`src/rtl/parity_push_stage.sv`:
```
// Parity-appending push stage with a two-entry skid buffer feeding the parity-protected FIFO.
// Optional parity corruption for error-path testing is compiled in with `define ERR_INJECT_EN.
module parity_push_stage #(
  parameter int DATA_WIDTH    = 32,
  parameter int EVEN_ODD      = 0,
  parameter int PARITY_BIT    = 0,
  parameter int CNT_WIDTH     = 16,
  parameter int INJECT_PERIOD = 4
) (
  input  logic                  clk,
  input  logic                  rst,
  input  logic [DATA_WIDTH-1:0] in_data_i,
  input  logic                  in_valid_i,
  output logic                  in_grant_o,
  output logic [DATA_WIDTH:0]   push_data_o,
  output logic                  push_valid_o,
  input  logic                  push_grant_i,
`ifdef ERR_INJECT_EN
  input  logic                  inj_en_i,
  output logic [CNT_WIDTH-1:0]  inj_cnt_o,
`endif
  output logic [CNT_WIDTH-1:0]  word_cnt_o
);

  localparam int WW = DATA_WIDTH + 1;

  if (INJECT_PERIOD < 1) begin : g_bad_period
    $error("INJECT_PERIOD must be at least 1");
  end

  typedef enum logic [1:0] {EMPTY, ONE, TWO} state_t;

  state_t                state_q, state_d;
  logic [WW-1:0]         main_q, main_d;
  logic [WW-1:0]         skid_q, skid_d;
  logic                  grant_q, grant_d;
  logic [CNT_WIDTH-1:0]  cnt_q, cnt_d;
  logic                  accept, emit, flip;
  logic [WW-1:0]         new_word;

  function automatic logic [WW-1:0] pack_word(input logic [DATA_WIDTH-1:0] d, input logic inv);
    logic p;
    p = (^d) ^ logic'(EVEN_ODD != 0) ^ inv;
    if (PARITY_BIT == 0) return {p, d};
    else                 return {d, p};
  endfunction

  assign accept   = in_valid_i && grant_q;
  assign emit     = (state_q != EMPTY) && push_grant_i;
  assign new_word = pack_word(in_data_i, flip);

`ifdef ERR_INJECT_EN
  localparam int PW = (INJECT_PERIOD > 1) ? $clog2(INJECT_PERIOD) : 1;

  logic [PW-1:0]        per_q, per_d;
  logic [CNT_WIDTH-1:0] inj_q, inj_d;
  logic                 wrap;

  // The period counter marks every INJECT_PERIOD-th accepted word as a candidate.
  always_comb begin
    wrap  = (per_q == PW'(INJECT_PERIOD - 1));
    per_d = per_q;
    inj_d = inj_q;
    flip  = 1'b0;
    if (accept) begin
      per_d = wrap ? '0 : per_q + 1'b1;
      if (wrap && inj_en_i) begin
        flip  = 1'b1;
        inj_d = inj_q + 1'b1;
      end
    end
  end

  always_ff @(posedge clk or posedge rst) begin
    if (rst) begin
      per_q <= '0;
      inj_q <= '0;
    end else begin
      per_q <= per_d;
      inj_q <= inj_d;
    end
  end

  assign inj_cnt_o = inj_q;
`else
  assign flip = 1'b0;
`endif

  always_comb begin
    state_d = state_q;
    main_d  = main_q;
    skid_d  = skid_q;
    case (state_q)
      EMPTY: begin
        if (accept) begin
          main_d  = new_word;
          state_d = ONE;
        end
      end
      ONE: begin
        if (accept && emit) begin
          main_d = new_word;
        end else if (accept) begin
          skid_d  = new_word;
          state_d = TWO;
        end else if (emit) begin
          state_d = EMPTY;
        end
      end
      TWO: begin
        if (emit) begin
          main_d  = skid_q;
          state_d = ONE;
        end
      end
      default: state_d = EMPTY;
    endcase
    cnt_d   = accept ? cnt_q + 1'b1 : cnt_q;
    // Grant is registered, so it looks ahead at the state being entered.
    grant_d = (state_d != TWO);
  end

  always_ff @(posedge clk or posedge rst) begin
    if (rst) begin
      state_q <= EMPTY;
      main_q  <= '0;
      skid_q  <= '0;
      grant_q <= 1'b0;
      cnt_q   <= '0;
    end else begin
      state_q <= state_d;
      main_q  <= main_d;
      skid_q  <= skid_d;
      grant_q <= grant_d;
      cnt_q   <= cnt_d;
    end
  end

  assign in_grant_o   = grant_q;
  assign push_valid_o = (state_q != EMPTY);
  assign push_data_o  = main_q;
  assign word_cnt_o   = cnt_q;

endmodule
```
`config.mk`:
```
export PLATFORM = sky130hd
export DESIGN_NAME = parity_push_stage
export DESIGN_NICKNAME = d
export VERILOG_FILES = /design/src/rtl/parity_push_stage.sv
export SDC_FILE = /design/constraint.sdc
export NUM_CORES = 1
export LEC_CHECK = 0
export BUFFER_PORTS_ARGS = -buffer_cell sky130_fd_sc_hd__buf_4
export CORE_MARGIN = 1.5
export CORE_UTILIZATION = 49
export DETAILED_ROUTE_END_ITERATION = 8
export PLACE_DENSITY = 0.82
export SLEW_MARGIN = 20
export SYNTH_ARGS = -nofsm -noshare
export SYNTH_HDL_FRONTEND = slang
export SYNTH_SLANG_ARGS = --single-unit
```
`constraint.sdc`:
```
create_clock -name clk -period 2.51 [get_ports clk]
set_input_delay 0.502 -clock clk [delete_from_list [all_inputs] [get_ports clk]]
set_output_delay 0.502 -clock clk [all_outputs]
set_load 0.01 [all_outputs]
```
Word level (Yosys, flattened, before mapping):

Cells that the tools add are included.

* flip-flop bits (word level): 85
* bits of input ports: 36
* output and inout port bits: 51
* logic and storage cells: 32

* add/subtract/negate cells: 1
* equal/unequal tests: 6
* multiplexer cells: 10
* bitwise logic cells: 1
* reduce and logical (&&, ||, !) cells: 9

Operator list (number)
* 33-bit two-way mux: 3
* 33-bit case mux with 3 select lines: 1
* 32-bit XOR reduction: 1
* 16-bit by 1-bit adder with 16-bit output, second input constant: 1
* 2-bit two-way mux: 5
* 2-bit inequality test, second input constant: 4
* 2-bit case mux with 3 select lines: 1
* 4-bit AND reduction: 1
* 1-bit logical AND: 3
* 3-bit AND reduction: 1
* 3-bit nonzero test: 1
* 2-bit by 1-bit == test with 1-bit output, second input constant: 1
* 2-bit == test, second input constant: 1
* 2-bit logical NOT: 1
* 2-bit nonzero test: 1
* 1-bit NOT: 1

Logic depth before layout (Yosys ltp):

* depth after elaboration: 7
* gate-level depth with buffers: 7
* mapped depth without buffers: 6

Least setup slack after synthesis:

Ideal clock, no wire load.

* path type: input to register
* from: input port in_valid_i
* to: register skid_q[10]
* library setup time: 125 ps
* data arrival time: 1544 ps
* required time: 2385 ps
* setup slack: 841 ps
* cell stages on the path: 4
* buffers on the path: 1
* path through: nand2_1 nor3_4 buf_2 mux2_2

* longest elaborated chain between the ends: 4

RTL lines
* start, declared: RTL line 13 `input logic in_valid_i,`
* 1-bit logical AND (*): RTL line 48 `assign accept = in_valid_i && grant_q;`
* 1-bit logical AND: RTL line 101 `if (accept && emit) begin`
* 1-bit NOT (no source line)
* 3-bit AND reduction (no source line) (*)
* end signal, assigned: RTL line 133 `skid_q <= skid_d;`
* end, declared: RTL line 35 `logic [WW-1:0] skid_q, skid_d;`

Mark *: on every way between the ends. The rest lies on a longest branch, timed or not.
A chain may end at the register's enable or synchronous reset.

Worst setup path after layout:

* from: register state_q[1]
* to: output port push_valid_o

* longest elaborated chain between the ends: 1

RTL lines
* start, declared: RTL line 33 `state_t state_q, state_d;`
* start signal, assigned: RTL line 131 `state_q <= state_d;`
* 2-bit nonzero test: RTL line 140 `assign push_valid_o = (state_q != EMPTY);`
* end, declared: RTL line 16 `output logic push_valid_o,`

Every way passes these cells.

==> impl_results.md <==
- Hold Slack: 111 ps
- Mean post-synth cell area: 11.9 um^2
- Vias after detailed routing: 2660
- Die height: 91.7 um
- Top-area cell type share of the netlist area: 55.1%
- Placer Congestion: 0.765
- First-pass GRT wire length: 12.7 mm
- Synth cell count leaders: dfrtp_1, xnor2_1, nor2_1, a21oi_1
- Critical-path cell list: or2_2, buf_4
- Synth Warn #: 0
- RSZ-0062 raised after global routing: no
- Top_reg_cell synth: dfrtp_1
- GR Overflow Total: 0
- Layout cells sized above 1: 35.2%
- Max Transition Viols Final: 0
- Clk Latency, worst-skew pair: 360 ps
- Detailed Place HPWL: 5.44 mm
- Initial antenna violation count: 0
- First DRT Iteration DRCs: 110
- # rows: 32
- CTS max path bufs: 2
- Syn Inst Count: 324
- Worst Setup End Kind: output pin
- Clock sinks: 85
- Ports: 87
- Worst Setup Path Type: reg2out
- Leak: 2.31 nW
- Hold Fails Final Rpt: 0
- Slew @ Worst Pin: 533 ps
- DIE WIDTH: 91.7 um
- Tot GR Track Use: 19.4%
- Yosys reg bits: 85
- PwrDens: 1070 nW/um^2
- Pin count of the biggest net entering global routing: 45
- Worst EP required: 2010 ps
- Non-Filler Instances: 520
- Worst setup SP type: flip-flop
- Max-Cap Viols: 0
- Worst Path Max Fanout: 8
- Aggregate routed wire length: 7.65 mm
- Area Growth Syn to Fin: 25.2%
- Max VDD drop: 0.515 mV
- Status: complete, no violations
- Die Area: 8420 um^2
- CP max stage cell: dfrtp_1
- ANT cells: 0
- Synth unique cells: 27
- CTS resizes: 0
- Tcrit/Tclk final: 73.8%
- TNS Setup: 0 ps
- Max frequency: 0.540 GHz
- Number of enable flip-flop cells after synthesis: 0
- Post-route DRC: 0
- Post-place instance area: 4630 um^2
- Num CTS Buffers: 9
- Detail Route Antenna Nets: 0
- Post-Route Utilization: 62.8%
- TritonCTS clock tree: done
- Final setup vio count: 0
- Detailed Routing Iterations Pass 1: 4
- Slew HR: 64.3%
- H-tree Lvls: 3
- Syn_nets: 361
- Clk_skew: 9.54 ps
- CP peak stage delay: 510 ps
- Buffers on Ports: 86
- CTS Root Cell: clkbuf_8
- Post-route cell area: 4830 um^2
- # Post-CTS Setup Buffers: 0
- Leading area contributor after synthesis: dfrtp_1
- Core Area: 7690 um^2
- Placed cells: 504
- Async S/R FF share, synth: 100%
- Routed len/inst: 14.7 um
- DR vias/cell: 5.12
- Final critical path time including I/O delays and setup: 1850 ps
- Starting Density: 50.2%
- Seq/Total Area, Yosys: 55.1%
- CP Data Arrival Time: 1350 ps
- Vias in the first global route: 2664
- Hold Crit Class: in2async
- Nets@finish: 450
- Post-synthesis instance area: 3860 um^2
- Hold-fix buffers at CTS: 0
- Count leader, synth: dfrtp_1
- Dominant cells by area after synthesis: dfrtp_1, mux2_2, xnor2_1, mux2i_1, a21oi_1
- Clock Pin Slew Worst Setup and Hold Paths: 90 ps
-- registers in the layout, indices dropped and copies added, names as in the netlist --
name,flops
push_data_o,33
skid_q,33
word_cnt_o,16
state_q,2
in_grant_o,1
-- area by class of cell --
| class | instances | area [um^2] |
|---|---|---|
| clock buffer | 9 | 124 |
| clock inverter | 7 | 80.1 |
| fill | 618 | 2860 |
| inverter | 5 | 22.5 |
| multi-input combinational | 220 | 1620 |
| sequential | 85 | 2130 |
| tap | 102 | 128 |
| timing repair buffer | 92 | 728 |
-- path summary, 6_finish.rpt --
| check | from | to | slack, ps | cells after the start |
|---|---|---|---|---|
| min | rst | word_cnt_o[1]$_DFFE_PP0P_ | 110 | 2 |
| min in group clk | push_grant_i | in_grant_o$_DFF_PP0_ | 380 | 2 |
| max reg2reg | in_grant_o$_DFF_PP0_ | push_data_o[24]$_DFFE_PP0P_ | 690 | 6 |
| max in group asynchronous | rst | push_data_o[21]$_DFFE_PP0P_ | 1880 | 3 |
| max | state_q[1]$_DFF_PP0_ | push_valid_o | 660 | 2 |
| min reg2reg | word_cnt_o[15]$_DFFE_PP0P_ | word_cnt_o[15]$_DFFE_PP0P_ | 480 | 1 |
-- cell families after synthesis --
logic type / synth area share, %
multiplexers: 17.6
AND/OR/NAND/NOR: 8.14
buffers and inverters: 2.95
flip-flops: 55.1
adder cells (fa/ha/maj): 0.324
XOR/XNOR: 10.4
AO/OA/AOI/OAI: 5.38
-- critical path: cells and delay by family (launching register included) --
family / cells / cell delay (ps)
flip-flops: 1 / 510
AND/OR/NAND/NOR: 1 / 340
buffers and inverters: 1 / 150
-- routing by layer --
layer | vias up | GRT usage [%] | part of all wire (%)
li1 | 1274 | - | -
met1 | 1314 | 24.0 | 44
met2 | 61 | 33.2 | 51
met3 | 11 | 3.81 | 4.1
met4 | 0 | 8.21 | 1.6
met5 | - | 0 | 0
-- power breakdown --
| part | switching [mW] | internal, mW |
|---|---|---|
| clock | 0.515 | 0.472 |
| combinational | 0.844 | 1.01 |
| sequential | 0.383 | 1.96 |
-- cell usage in the layout, fill, tap and decap left out, drive strengths merged, types with 2 or more instances in the layout --
cell type,count
nand4,2
xor2,5
clkbuf,9
and3,2
clkinvlp,3
nand3,7
nand2,12
buf,92
mux2,32
nor2,40
inv,7
dfrtp,85
xnor2,41
a21oi,36
mux2i,32
-- metrics by stage --
stage	total power [mW]	setup WS [ps]
2_1_floorplan	3.43	841
3_3_place_gp	4.14	567
3_5_place_dp	4.23	456
4_1_cts	5.23	655
5_1_grt	5.52	514
6_report	5.18	658
No activity file was read; power rests on OpenSTA's default activity.
